===== src/rtl/prime_pkg.sv =====
// Shared definitions for the sequential prime generator: FSM states, default
// width and a reference prime-count function.
package prime_pkg;

  localparam int DEFAULT_WIDTH = 8;

  typedef enum logic [2:0] {
    IDLE = 3'd0,
    CAND = 3'd1,
    DIV  = 3'd2,
    MOD  = 3'd3,
    EMIT = 3'd4,
    DONE = 3'd5
  } state_t;

  // Number of primes p with 2 <= p <= lim (reference only, not for synthesis).
  function automatic int unsigned prime_count(input int unsigned lim);
    int unsigned cnt;
    logic        is_p;
    cnt = 32'd0;
    for (int unsigned k = 32'd2; k <= lim; k++) begin
      is_p = 1'b1;
      for (int unsigned j = 32'd2; j * j <= k; j++) begin
        if (k % j == 32'd0) is_p = 1'b0;
      end
      if (is_p) cnt++;
    end
    return cnt;
  endfunction

endpackage


===== src/rtl/prime_trial_div.sv =====
// Trial division of candidate n by repeated subtraction. One go pulse starts
// a test; is_prime or is_comp pulses for one cycle when the verdict is known.
module prime_trial_div
  import prime_pkg::*;
#(
  parameter int WIDTH = DEFAULT_WIDTH
) (
  input  logic           clk,
  input  logic           rst,
  input  logic           go,
  input  logic [WIDTH:0] n,
  output logic           busy,
  output logic           is_prime,
  output logic           is_comp
);

  state_t               phase;
  state_t               phase_nxt;
  logic [WIDTH-1:0]     d;
  logic [WIDTH-1:0]     d_nxt;
  logic [WIDTH:0]       r;
  logic [WIDTH:0]       r_nxt;
  logic [WIDTH:0]       d_wide;
  logic [2*WIDTH-1:0]   d_ext;
  logic [2*WIDTH-1:0]   d_sq;
  logic [2*WIDTH-1:0]   n_ext;

  // d*d is formed at full 2*WIDTH precision so the sqrt bound never truncates
  assign d_wide = {1'b0, d};
  assign d_ext  = {{WIDTH{1'b0}}, d};
  assign d_sq   = d_ext * d_ext;
  assign n_ext  = {{(WIDTH-1){1'b0}}, n};
  assign busy   = (phase != IDLE);

  always_comb begin
    phase_nxt = phase;
    d_nxt     = d;
    r_nxt     = r;
    is_prime  = 1'b0;
    is_comp   = 1'b0;
    case (phase)
      DIV: begin
        if (d_sq > n_ext) begin
          is_prime  = 1'b1;
          phase_nxt = IDLE;
        end else begin
          r_nxt     = n;
          phase_nxt = MOD;
        end
      end
      MOD: begin
        if (r >= d_wide) begin
          r_nxt = r - d_wide;
        end else if (r == '0) begin
          is_comp   = 1'b1;
          phase_nxt = IDLE;
        end else begin
          d_nxt     = d + 1'b1;
          phase_nxt = DIV;
        end
      end
      default: begin
        if (go) begin
          d_nxt     = WIDTH'(2);
          phase_nxt = DIV;
        end else begin
          phase_nxt = IDLE;
        end
      end
    endcase
  end

  always_ff @(posedge clk) begin
    if (rst) begin
      phase <= IDLE;
      d     <= '0;
      r     <= '0;
    end else begin
      phase <= phase_nxt;
      d     <= d_nxt;
      r     <= r_nxt;
    end
  end

endmodule


===== src/rtl/prime_gen.sv =====
// Sequential prime generator: enumerates primes 2..limit in ascending order
// over a valid/ready stream and pulses done at the end of each run.
module prime_gen
  import prime_pkg::*;
#(
  parameter int WIDTH = DEFAULT_WIDTH
) (
  input  logic             clk,
  input  logic             rst,
  input  logic             start,
  input  logic [WIDTH-1:0] limit,
  output logic [WIDTH-1:0] prime,
  output logic             valid,
  input  logic             ready,
  output logic             busy,
  output logic             done
);

  state_t           state;
  state_t           state_nxt;
  logic [WIDTH:0]   n;
  logic [WIDTH:0]   n_nxt;
  logic [WIDTH-1:0] limit_q;
  logic [WIDTH-1:0] limit_q_nxt;
  logic             over;
  logic             go;
  logic             trial_busy;
  logic             is_prime;
  logic             is_comp;

  // n is one bit wider than limit so the final candidate limit+1 never wraps
  assign over = (n > {1'b0, limit_q});

  prime_trial_div #(.WIDTH(WIDTH)) u_div (
    .clk      (clk),
    .rst      (rst),
    .go       (go),
    .n        (n),
    .busy     (trial_busy),
    .is_prime (is_prime),
    .is_comp  (is_comp)
  );

  always_comb begin
    state_nxt   = state;
    n_nxt       = n;
    limit_q_nxt = limit_q;
    go          = 1'b0;
    case (state)
      IDLE: begin
        if (start) begin
          limit_q_nxt = limit;
          n_nxt       = (WIDTH+1)'(2);
          state_nxt   = CAND;
        end else begin
          state_nxt = IDLE;
        end
      end
      CAND: begin
        if (over) begin
          state_nxt = DONE;
        end else if (!trial_busy) begin
          go        = 1'b1;
          state_nxt = DIV;
        end else begin
          state_nxt = CAND;
        end
      end
      DIV, MOD: begin
        if (is_prime) begin
          state_nxt = EMIT;
        end else if (is_comp) begin
          n_nxt     = n + 1'b1;
          state_nxt = CAND;
        end else begin
          state_nxt = state;
        end
      end
      EMIT: begin
        if (ready) begin
          n_nxt     = n + 1'b1;
          state_nxt = CAND;
        end else begin
          state_nxt = EMIT;
        end
      end
      DONE:    state_nxt = IDLE;
      default: state_nxt = IDLE;
    endcase
  end

  // Outputs are registered from the next state so they align with the state register
  always_ff @(posedge clk) begin
    if (rst) begin
      state   <= IDLE;
      n       <= '0;
      limit_q <= '0;
      prime   <= '0;
      valid   <= 1'b0;
      busy    <= 1'b0;
      done    <= 1'b0;
    end else begin
      state   <= state_nxt;
      n       <= n_nxt;
      limit_q <= limit_q_nxt;
      prime   <= (state_nxt == EMIT) ? n_nxt[WIDTH-1:0] : '0;
      valid   <= (state_nxt == EMIT);
      busy    <= (state_nxt inside {CAND, DIV, MOD, EMIT});
      done    <= (state_nxt == DONE);
    end
  end

endmodule

===== config.mk =====
export PLATFORM = sky130hd
export DESIGN_NAME = prime_gen
export DESIGN_NICKNAME = d
export VERILOG_FILES = /design/src/rtl/prime_pkg.sv /design/src/rtl/prime_trial_div.sv /design/src/rtl/prime_gen.sv
export SDC_FILE = /design/constraint.sdc
export NUM_CORES = 1
export LEC_CHECK = 0
export BUFFER_PORTS_ARGS = -buffer_cell sky130_fd_sc_hd__clkbuf_2
export CORE_AREA = 2 2 90 92
export DETAILED_ROUTE_END_ITERATION = 7
export DIE_AREA = 0 0 92 94
export PLACE_DENSITY_LB_ADDON = 0.12
export SETUP_SLACK_MARGIN = 0.4
export SYNTH_ARGS = -nofsm -noshare
export SYNTH_HDL_FRONTEND = slang
export SYNTH_HIERARCHICAL = 1
export SYNTH_SLANG_ARGS = --single-unit

===== constraint.sdc =====
create_clock -name clk -period 9.4 [get_ports clk]
set_clock_uncertainty 0.05 [all_clocks]
set_input_delay 0.94 -clock clk [delete_from_list [all_inputs] [get_ports clk]]
set_output_delay 0.94 -clock clk [all_outputs]
set_load 0.005 [all_outputs]

======== After elaboration in Yosys (flattened, before gate mapping) ========
Cells that the tools add are included.
storage, ports and cells
  latch bits .............................. 0
  input port bits ......................... 12
  bits in writable memories ............... 0
  memories kept ........................... 0
  output and inout bits ................... 11
  register bits ........................... 51
  bits in read-only memories .............. 0
operators by class
  muxes and demuxes ....................... 32
  multipliers ............................. 1
  shifts and indexed selects .............. 0
  equal/unequal tests ..................... 19
  reductions and logical operators ........ 13
  bitwise logic cells ..................... 2
  add/sub/neg operators ................... 3
  $lt $le $gt $ge ......................... 3
  divide/modulo/power cells ............... 0
operators with widths
  operator                                             number
  2-to-1 mux 9 bit                                     6
  one-hot mux 9 bit (3 select lines)                   1
  2-to-1 mux 8 bit                                     3
  equality test 3 x 2 -> 1 bit, second input constant  6
  one-hot mux 9 bit (2 select lines)                   1
  greater-than comparator 16 x 9 -> 1 bit              1
  multiplier 8 x 8 -> 16 bit                           1
  one-hot mux 8 bit (2 select lines)                   1
  2-to-1 mux 3 bit                                     5
  != test 2 bit, second input constant                 7
  one-hot mux 3 bit (4 select lines)                   1
  adder 9 x 1 -> 9 bit, second input constant          1
  equality test 3 bit, second input constant           3
  greater-or-equal comparator 9 x 8 -> 1 bit           1
  greater-than comparator 9 x 8 -> 1 bit               1
  logical NOT 9 bit                                    1
  2-to-1 mux 1 bit                                     9
  subtractor 9 x 8 -> 9 bit                            1
  adder 8 x 1 -> 8 bit, second input constant          1
  2-to-1 mux 2 bit                                     4
  equality test 3 x 1 -> 1 bit, second input constant  2
  one-hot mux 3 bit (2 select lines)                   1
  nonzero test 3 bit                                   2
  AND reduction 5 bit                                  1
  9 further kinds                                      12

======== Logic depth before layout (Yosys ltp) ========
Gate-level depths: netlist of run 1.
  depth in word-level cells ............... 10
  gate-level depth with buffers ........... 26
  mapped depth without buffers ............ 25

======== Modules after synthesis ========
Netlist of run 1, hierarchy kept.
by module, submodules not included
  module           times used  cells each  area each (um^2)
  prime_trial_div  1           393         3153.0
  prime_gen        1           177         1537.7

======== Least setup slack after synthesis of run 1 ========
Ideal clock, no wire load.
  path type ............................... reg2reg
  start ................................... register u_div.d[1]
  end ..................................... register n[8]
  buffers on the path ..................... 1
  slack ................................... 2.944 ns
  clock period less this slack ............ 6.456 ns
  data arrival time ....................... 6.326 ns
  stages on the path, launching flop included .. 24
  data required time ...................... 9.270 ns
  cell sequence ........................... dfxtp_1 clkinv_1 nor2_1 fa_1 xor2_1 xnor2_1 fa_1 inv_1 fa_1 inv_1 ha_1 xnor2_1 ha_1 nand4_1 or4b_4 o21ai_2 nand4_1 or4_1 buf_2 o21a_1 nor3b_2 a2bb2oi_2 or4_1 a211oi_2
on the way
  word-level cells in the longest chain between the ends .. 6
  elaborated cells on any way between the ends .. 10
  classes of those cells .................. 1 x mul; 2 x order compare; 2 x eq/ne; 4 x mux; 1 x reduce/logical
RTL lines
  element                                  RTL line               source
  from (decl)                              prime_trial_div.sv:19  logic [WIDTH-1:0] d;
  from (signal assigned)                   prime_trial_div.sv:80  d <= d_nxt;
  multiplier 8 x 8 -> 16 bit               prime_trial_div.sv:31  assign d_sq = d_ext * d_ext;
  greater-than comparator 16 x 9 -> 1 bit  prime_trial_div.sv:43  if (d_sq > n_ext) begin
  2-to-1 mux 1 bit                         prime_trial_div.sv:43
  2-to-1 mux 1 bit                         prime_trial_div.sv:41  case (phase)
  net is_prime                             prime_gen.sv:28        logic is_prime;
  != test 2 bit (no line)                  n/a
  AND reduction 5 bit (no line)            n/a
  to (signal assigned)                     prime_gen.sv:104       n <= n_nxt;
  to (decl)                                prime_gen.sv:21        logic [WIDTH:0] n;
The timed path passes the listed nets, and every way through them passes these cells.
A chain may end at the register's enable or synchronous reset.

======== Worst setup path after layout of run 1 ========
Same ends and word-level chain as after synthesis.

==> impl_metrics.csv, run 1 <==
group,metric,value,unit
floorplanning,io_pins,23,
logic_synthesis,syn-cell-area,4690,µm²
logic_synthesis,synth-async-reset-ratio,0,
grt,grt_usage,0.275,
logic_synthesis,netlist_instances,570,
layout,syn_to_final_growth,6.51,%
logic_synthesis,synthTopCellsByCount,"inv_1, ha_1, nor2_1, a21oi_1, dfxtp_1",
logic_synthesis,synth_flop_cell,"dfxtp_1",
floorplanning,initial_utilization,0.617,
route,drc,0,
grt,overflow,0,
clocking,postCtsSetupBuffers,0,
clocking,cts_tree,"built",
setup_path,crit_top_cell,"fa_1",
setup_path,critical-path-max-stage-delay,0.59,ns
setup_path,cp.buffers_inverters,3,
clocking,cts_hold_buf,0,
setup_path,crit_family,"simple AND/OR/NAND/NOR gates",
hold_path,holdCritPathClass,"flip-flop to flip-flop",
logic_synthesis,yosysMostFrequentCell,"inv_1",
logic_synthesis,synth.area.top_cells,"dfxtp_1, ha_1, fa_1, inv_1, a21oi_1",
logic_synthesis,ys_ff_latch,50,
clocking,numCtsBuffers,5,
clocking,cts_root_buf,"clkbuf_8",
run,drv_cap,0,
clocking,clk_latency,0.31,ns
floorplanning,die_w,92,µm
timing,setup_slack,2.33,ns
power,ir_drop,0.000130,V
setup_path,worst_ep_arrival_time,7.24,ns
timing,hold_viol_final,0,
route,first_pass_iters,6,
floorplanning,rows,32,
grt,grt_pass1_wl,19100,µm
logic_synthesis,yosys_warnings,6,
timing,min_period_over_period,0.752,
route,routed_wl,11300,µm
power,leakagePower,0.00234,µW
power,powerDensity,136,nW/µm²
clocking,ctsResizeCount,0,
setup_path,crit_chain,"clkinv_1 > nor2_1 > fa_1 > xor2_1 > xnor2_1 > fa_1 > inv_1 > fa_1 > inv_1 > ha_1 > xnor2_1 > ha_1 > nand4_1 > or4b_4 > o21ai_2 > nand4_1 > or4_1 > o21a_1 > nor3b_2 > a2bb2oi_2 > or4_1 > a211oi_2",
outcome,outcome,"finished, final reports clean",
placement,dp_hpwl,8950,µm
logic_synthesis,synth_top_cell_by_area,"dfxtp_1",
setup_path,cp.required,9.57,ns
placement,io_buffers,22,
layout,drive_above_1_share,0.0784,
clocking,h-tree-depth,2,
route,route.detailed.wl_per_inst,16.4,µm
timing,relSlewSlack,0.342,
setup_path,crit_fanout,9,
floorplanning,core,7610,µm²
grt,antenna_found_initial,0,
logic_synthesis,syn_nets,665,
logic_synthesis,ys_seq_area_frac,0.213,
timing,finalSetupViolCount,0,
floorplanning,die_y,94,µm
timing,fmax,141,MHz
route,ant_nets,0,
logic_synthesis,synth_cell_type_count,66,
clocking,cts_num_sinks,50,
layout,diodes,0,
layout,nets,681,
logic_synthesis,synth_edf_count,0,
placement,gp_congestion,0.972,
timing,maxSlewViolCount,0,
route,drtIter0Drc,341,
grt,grt_pass1_vias,4176,
route,num_vias,4295,
route,post_drt_via_cell_ratio,6.23,
logic_synthesis,avgSynthCellArea,8.23,µm²
clocking,clk_pin_slew_worst_paths,0.10,ns
setup_path,path_class,"flip-flop to flip-flop",
logic_synthesis,netlist.area_leader.share,0.213,
timing,min_period,7.07,ns
clocking,ctsLongestPathBuffers,2,
placement,dp_slack,2.47,ns
setup_path,end_kind,"flip-flop",
setup_path,cp-start-kind,"flip-flop",
timing,tightest_slew,0.978,ns
timing,setup_tns,0,ns
floorplanning,die-area,8650,µm²
timing,rsz0062_at_grt,"false",
grt,grt_max_degree,45,
setup_path,crit_slowest_cell,"or4_1",
-- final timing paths --
check             startpoint    endpoint  slack [ns]  cells past startpoint
hold reg to reg   limit_q[6]  limit_q[6]        0.41                      2
setup reg to reg  u_div/d[1]        n[8]        2.33                     22
setup / recovery  u_div/d[1]        n[8]        2.33                     22
hold / removal    limit_q[6]  limit_q[6]        0.41                      2
-- cell type report --
type / count / area [µm²]
timing repair buffer: 22 / 110
clock inverter: 2 / 38.8
clock buffer: 6 / 82.6
sequential: 50 / 1000
tap: 102 / 128
inverter: 75 / 282
multi-input combinational: 432 / 3350
fill: 671 / 2610
-- stage by stage --
stage | instance area (µm²) | hold slack [ns] | std cells | utilization | total power [µW]
floorplan | 4690 | 0.386 | 570 | - | 463
global placement | 4870 | 0.397 | 681 | 0.641 | 511
detailed placement | 4870 | 0.398 | 681 | 0.641 | 518
CTS | 5000 | 0.411 | 689 | 0.657 | 679
global route | 5000 | 0.426 | 689 | 0.657 | 724
finish | 5000 | 0.410 | 689 | 0.657 | 680
-- worst min-delay path: stages (launching register included) --
cell and delay [ns]:
dfxtp_1 0.32, nand2_1 0.05, a21oi_1 0.05
-- metal layers --
metal	track usage	up-vias	wire length (µm)
met1	0.344	2029	4730
met2	0.487	185	5450
met3	0.0345	34	711
li1	-	2047	-
met5	0	-	0
met4	0.101	0	384
-- flip-flops by register name, summed over array words and instances (netlist names) --
signal and flops:
valid 1, limit_q 8, u_div/d 8, u_div/phase 2, busy 1, done 1
u_div/r 9, state 3, n 9, prime 8
-- report_power, final --
part / internal (µW) / switching (µW) / total [µW]
clock: 87.6 / 73.5 / 161
sequential: 234 / 23.8 / 258
combinational: 104 / 157 / 261
total: 426 / 254 / 680
-- layout by cell type, fill, tap and decap left out, drive strengths merged, types with 4 or more instances in the layout --
cell type,Yosys,routed
a211oi,9,9
a21o,8,8
a21oi,52,52
a221o,6,6
a32oi,4,4
and3,4,4
clkbuf,7,28
dfxtp,50,50
fa,26,26
ha,57,57
inv,72,73
mux2i,5,5
nand2,44,44
nand2b,5,5
nand3,8,8
nand4,11,11
nor2,55,55
nor2b,6,6
nor3,13,13
nor4,5,5
o211ai,11,11
o21ai,16,16
o21bai,4,4
o31ai,8,8
or2,5,5
or3,6,6
or4,4,4
xnor2,12,12
xor2,6,6
-- logic make-up (layout without fill, tap and decap cells) --
| logic type | Yosys count | count (layout) | share of synthesized area |
|---|---|---|---|
| simple gates | 183 | 183 | 0.201 |
| compound gates | 143 | 143 | 0.207 |
| buf+inv | 88 | 105 | 0.0715 |
| fa+ha+maj | 83 | 83 | 0.263 |
| flops | 50 | 50 | 0.213 |
| xor+xnor | 18 | 18 | 0.0336 |
| mux | 5 | 5 | 0.0107 |
(Power assumes the default switching activity.)
==> run 2, diff against run 1 <==
CORE_AREA = 2 2 94 96   (was 2 2 90 92)
DIE_AREA = 0 0 96 98   (was 0 0 92 94)
clock period = 5.8 ns   (was 9.4 ns; I/O delays follow)
==> run 2 against run 1 <==
The run now ends with setup timing left. Utilization increased by 3.8 points. Clock power grew 39%. Flip-flop and latch count stayed put. Sequential share of layout area down 2.7 points. Global-route usage grew 0.12 points. Fmax up 21%. Worst hold slack gained 0.0030 ns. Register-to-register slack worse by 2.4 ns. Worst setup slack got worse by 2.4 ns. Largest power group unchanged. Highest routed layer unchanged.
==> impl_metrics.csv, run 2 (synthesized netlist as in run 1, its figures left out) <==
group,metric,value,unit
placement,gp_congestion,0.921,
clocking,h-tree-depth,2,
floorplanning,core,8470,µm²
setup_path,end_kind,"flip-flop",
timing,fmax,171,MHz
setup_path,crit_end,"n[2]",
setup_path,path_class,"flip-flop to flip-flop",
setup_path,worst_ep_arrival_time,5.98,ns
route,routed_wl,12700,µm
layout,diodes,0,
grt,grt_usage,0.276,
layout,final_cells,764,
timing,setup_tns,-0.440,ns
power,p_int,697,µW
grt,antenna_found_initial,0,
grt,grt_max_degree,45,
grt,grt_pass1_wl,20700,µm
setup_path,r2r_cells,23,
clocking,cts_tree,"built",
route,post_drt_via_cell_ratio,5.87,
layout,nFillCells,675,
hold_path,worstHoldStart,"limit_q[5]",
clocking,numCtsBuffers,5,
power,leakagePower,0.00268,µW
route,drtIter0Drc,232,
route,drc,0,
power,p_switching,496,µW
timing,maxSlewViolCount,0,
floorplanning,die-area,9410,µm²
grt,overflow,0,
power,power,1190,µW
route,route.detailed.wl_per_inst,16.6,µm
outcome,outcome,"complete, but fails checks",
clocking,cts_root_buf,"clkbuf_8",
placement,io_buffers,22,
timing,hold_viol_final,0,
setup_path,crit_chain,"inv_6 > nor2_4 > fa_1 > xor2_1 > xnor2_1 > fa_1 > inv_1 > fa_1 > inv_2 > ha_4 > xnor2_1 > ha_1 > nand4_1 > or4b_4 > o21ai_2 > nand4_1 > or4_4 > o21a_1 > nor3b_2 > a2bb2oi_2 > buf_6 > o31ai_4 > a21oi_1",
layout,nets,750,
layout,drive_above_1_share,0.279,
clocking,clk_pin_slew_worst_paths,0.10,ns
run,drv_cap,0,
timing,tightest_slew,1.41,ns
setup_path,cp-startpoint,"u_div/d[0]",
grt,grt_pass1_vias,4399,
route,ant_nets,0,
timing,setup_slack,-0.0651,ns
power,clkPwrFrac,0.188,
power,powerDensity,203,nW/µm²
timing,holdWs,0.413,ns
setup_path,crit_slowest_cell,"fa_1",
power,p_comb_frac,0.459,
clocking,ctsLongestPathBuffers,2,
timing,min_period,5.87,ns
timing,relSlewSlack,0.0552,
clocking,cts_hold_buf,0,
outcome,violations,"setup timing",
route,num_vias,4486,
floorplanning,io_pins,23,
setup_path,regToRegSetupSlack,-0.07,ns
layout,final_common_cell,"buf_4",
layout,layout_common_cells,"buf_4, inv_1, ha_1",
hold_path,holdCritPathClass,"flip-flop to flip-flop",
power,ir_drop,0.000300,V
timing,finalSetupViolCount,15,
setup_path,worstReg2RegStart,"u_div/d[0]",
placement,dp_slack,-0.247,ns
timing,rsz0062_at_grt,"true",
setup_path,cp.required,5.91,ns
placement,place_inst,739,
setup_path,cp-start-kind,"flip-flop",
floorplanning,rows,34,
setup_path,crit_top_cell,"fa_1",
layout,top_regs,"n: 9 flops, u_div/r: 9 flops",
floorplanning,initial_utilization,0.554,
clocking,clk_latency,0.31,ns
clocking,cts_num_sinks,50,
setup_path,timing.rr.end,"n[2]",
timing,min_period_over_period,1.01,
power,p_seq_frac,0.353,
setup_path,critical-path-max-stage-delay,0.55,ns
setup_path,crit_fanout,6,
floorplanning,die_w,96,µm
power,sw_frac_of_total,0.416,
floorplanning,die_y,98,µm
route,first_pass_iters,5,
layout,syn_to_final_growth,25.3,%
placement,dp_hpwl,9590,µm
-- run 2: cell types whose count changed in the layout (fill, tap and decap cells not counted), sizes merged --
cell and change:
clkinv +1, clkbuf -1, inv +1, bufinv -1, buf +69
-- run 2: metrics by stage --
stage | instance area, µm² | utilization
2_1_floorplan | 4830 | -
3_3_place_gp | 5400 | 0.638
3_5_place_dp | 5400 | 0.638
4_1_cts | 5710 | 0.675
5_1_grt | 5880 | 0.695
6_report | 5880 | 0.695
-- run 2: worst max-delay path, delay by kind of cell, from the launching register on --
kind                     cells  cell delay [ns]
XOR/XNOR                     3             0.42
buffers and inverters        4             0.42
AND/OR/NAND/NOR              6             1.47
adder cells (fa/ha/maj)      5             2.09
AO/OA/AOI/OAI                5             0.87
flip-flops                   1             0.39
-- run 2: how the worst min path moves through the flow --
| stage | end | slack, ns | depth (start not counted) |
|---|---|---|---|
| after detailed placement | limit_q[5] | 0.40 | 2 |
| final | limit_q[5] | 0.41 | 2 |
| after floorplan | limit_q[1] | 0.39 | 2 |
| after global placement | limit_q[4] | 0.39 | 2 |
| after global routing | limit_q[4] | 0.43 | 3 |
| after CTS | limit_q[5] | 0.42 | 2 |
-- run 2: layer usage --
metal,up-vias,part of all wire,track usage
met4,0,0.037,0.0956
met5,-,0,0
li1,2204,-,-
met1,2105,0.43,0.350
met2,139,0.49,0.476
met3,38,0.044,0.0355
-- run 2: layout make-up --
type                    count  area, µm²  area share
clock buffers               5       68.8      0.0117
clock inverters             3       28.8     0.00489
inverters                  75        310      0.0528
multi-input cells         432       3670       0.624
flip-flops and latches     50       1020       0.174
well taps                 108        135      0.0230
repair buffers             91        647       0.110
-- run 2: power groups by stage --
stage          Sequential (µW)  Clock (µW)  Combinational (µW)
2_1_floorplan              415           0                 342
3_3_place_gp               425           0                 451
3_5_place_dp               426           0                 457
4_1_cts                    418         229                 512
5_1_grt                    427         240                 602
6_report                   421         224                 547
-- run 2: repair_timing --
action,in CTS,in global routing
pin swaps,27,21
buffers inserted,11,6
gates resized for setup,32,26
setup endpoints to repair,27,30
==> run 3, diff against run 2 <==
SETUP_SLACK_MARGIN = 0.3   (was 0.4)
==> run 3 against run 2 <==
The run still ends with setup timing left. Combinational power is essentially flat. Critical path depth grew 1. Count of clock-buffer cells in the layout is the same. Worst setup slack lost 0.13 ns. Fmax shrank 2.1%. Sequential share of layout area grew 0.076 points. Sequential power is essentially flat.
==> impl_metrics.csv, run 3 (synthesized netlist as in run 1, its figures left out) <==
group,metric,value,unit
timing,maxSlewViolCount,0,
layout,final_common_cell,"inv_1",
layout,final_cells,762,
setup_path,cp-startpoint,"u_div/d[2]",
layout,syn_to_final_growth,25.1,%
hold_path,worstHoldStart,"limit_q[5]",
hold_path,min_path_cells,2,
layout,top_regs,"n: 9 flops, u_div/r: 9 flops",
setup_path,crit_family,"adder cells",
route,drtIter0Drc,350,
setup_path,cp-start-kind,"flip-flop",
floorplanning,initial_utilization,0.554,
clocking,cts_num_sinks,50,
floorplanning,io_pins,23,
clocking,h-tree-depth,2,
setup_path,r2r_cells,24,
floorplanning,rows,34,
route,first_pass_iters,5,
setup_path,path_class,"flip-flop to flip-flop",
timing,rsz0062_at_grt,"true",
placement,place_inst,739,
setup_path,cp.buffers_inverters,4,
setup_path,worst_ep_arrival_time,6.16,ns
timing,setup_tns,-2.31,ns
setup_path,worstReg2RegStart,"u_div/d[2]",
setup_path,crit_fanout,6,
clocking,cts_root_buf,"clkbuf_8",
setup_path,crit_slowest_cell,"fa_1",
timing,tightest_slew,1.29,ns
clocking,clk_pin_slew_worst_paths,0.11,ns
outcome,outcome,"complete, but fails checks",
clocking,cts_hold_buf,0,
setup_path,end_kind,"flip-flop",
timing,min_period,5.99,ns
placement,gp_congestion,0.908,
layout,layout_common_cells,"inv_1, buf_4, ha_1",
floorplanning,core,8470,µm²
grt,grt_max_degree,45,
clocking,numCtsBuffers,5,
timing,finalSetupViolCount,16,
placement,dp_hpwl,9810,µm
setup_path,cp.required,5.97,ns
floorplanning,die-area,9410,µm²
hold_path,whs_endpoint,"limit_q[5]",
clocking,cts_tree,"built",
power,ir_drop,0.000229,V
setup_path,timing.rr.end,"n[6]",
grt,grt_pass1_wl,21300,µm
power,powerDensity,203,nW/µm²
route,drc,0,
clocking,clk_latency,0.31,ns
power,power,1190,µW
run,drv_cap,0,
power,leakagePower,0.00272,µW
layout,nets,748,
layout,diodes,0,
hold_path,holdCritPathClass,"flip-flop to flip-flop",
grt,antenna_found_initial,0,
timing,min_period_over_period,1.03,
grt,overflow,0,
clocking,ctsLongestPathBuffers,2,
outcome,violations,"setup timing",
floorplanning,die_y,98,µm
layout,final_util,0.693,
timing,fmax,167,MHz
setup_path,regToRegSetupSlack,-0.19,ns
layout,drive_above_1_share,0.274,
route,ant_nets,0,
placement,io_buffers,22,
timing,hold_viol_final,0,
timing,relSlewSlack,0.133,
grt,grt_pass1_vias,4529,
route,post_drt_via_cell_ratio,5.97,
setup_path,crit_top_cell,"ha_1",
route,num_vias,4551,
timing,setup_slack,-0.192,ns
grt,grt_usage,0.281,
setup_path,critical-path-max-stage-delay,0.52,ns
setup_path,crit_chain,"inv_8 > nor2_4 > ha_1 > xnor2_2 > ha_1 > inv_1 > fa_1 > fa_1 > inv_1 > ha_4 > a21oi_2 > xnor2_2 > ha_1 > nand4_1 > or4b_4 > o21ai_2 > nand4_1 > or4_4 > o21a_1 > nor3b_4 > buf_6 > a21boi_2 > or3_4 > a21oi_1",
floorplanning,die_w,96,µm
route,route.detailed.wl_per_inst,16.7,µm
timing,holdWs,0.412,ns
route,routed_wl,12700,µm
-- run 3: cell count changes in the layout (fill, tap and decap cells not counted), moves of 2 or more --
cell,change
buf_4,-3
ha_1,+2
ha_4,-2
inv_4,+2
nor2_1,+3
nor2_2,-3
xnor2_1,-2
xnor2_2,+2
-- run 3: tightest hold or removal path, delay by kind of cell, from the launching register on --
kind	cells	cell delay, ns
flops	1	0.32
compound gates	1	0.05
simple gates	1	0.05
-- run 3: what timing repair did --
action                     4_1_cts  5_1_grt
setup endpoints to repair       27       30
resized for setup               29       31
cloned                           0        0
buffers inserted                12        3
pin swaps                       22       20
-- run 3: report_power, final --
group	internal, µW	switching (µW)
Combinational	231	317
Clock	89.8	134
Sequential	379	40.7
Total	700	491
-- run 3: cell type report --
type	count	area, µm²
clock buffers	5	68.8
well taps	108	135
repair buffers	89	636
flip-flops and latches	50	1020
clock inverters	3	28.8
inverters	75	308
multi-input cells	432	3670
fillers	697	2600
-- run 3: worst max path at each step --
stage / endpoint / slack (ns) / depth (start not counted)
6_report: n[6] / -0.19 / 24
5_1_grt: n[1] / -0.40 / 25
3_5_place_dp: n[1] / -0.30 / 21
2_1_floorplan: n[8] / -0.06 / 23
4_1_cts: n[8] / -0.12 / 23
3_3_place_gp: prime[6] / -0.18 / 20
-- run 3: routing by layer --
| metal | GRT usage | vias up | wire length [µm] | share of wire |
|---|---|---|---|---|
| met5 | 0 | - | 0 | 0 |
| met4 | 0.0934 | 0 | 353 | 0.028 |
| met3 | 0.0324 | 28 | 506 | 0.040 |
| met2 | 0.490 | 138 | 6480 | 0.51 |
| met1 | 0.354 | 2192 | 5370 | 0.42 |
| li1 | - | 2193 | - | - |
-- run 3: stage by stage --
step                worst slack, ns  cell area, µm²
floorplan                   -0.0628            4820
global placement             -0.182            5390
detailed placement           -0.303            5390
CTS                          -0.125            5700
global route                 -0.402            5870
finish                       -0.192            5870
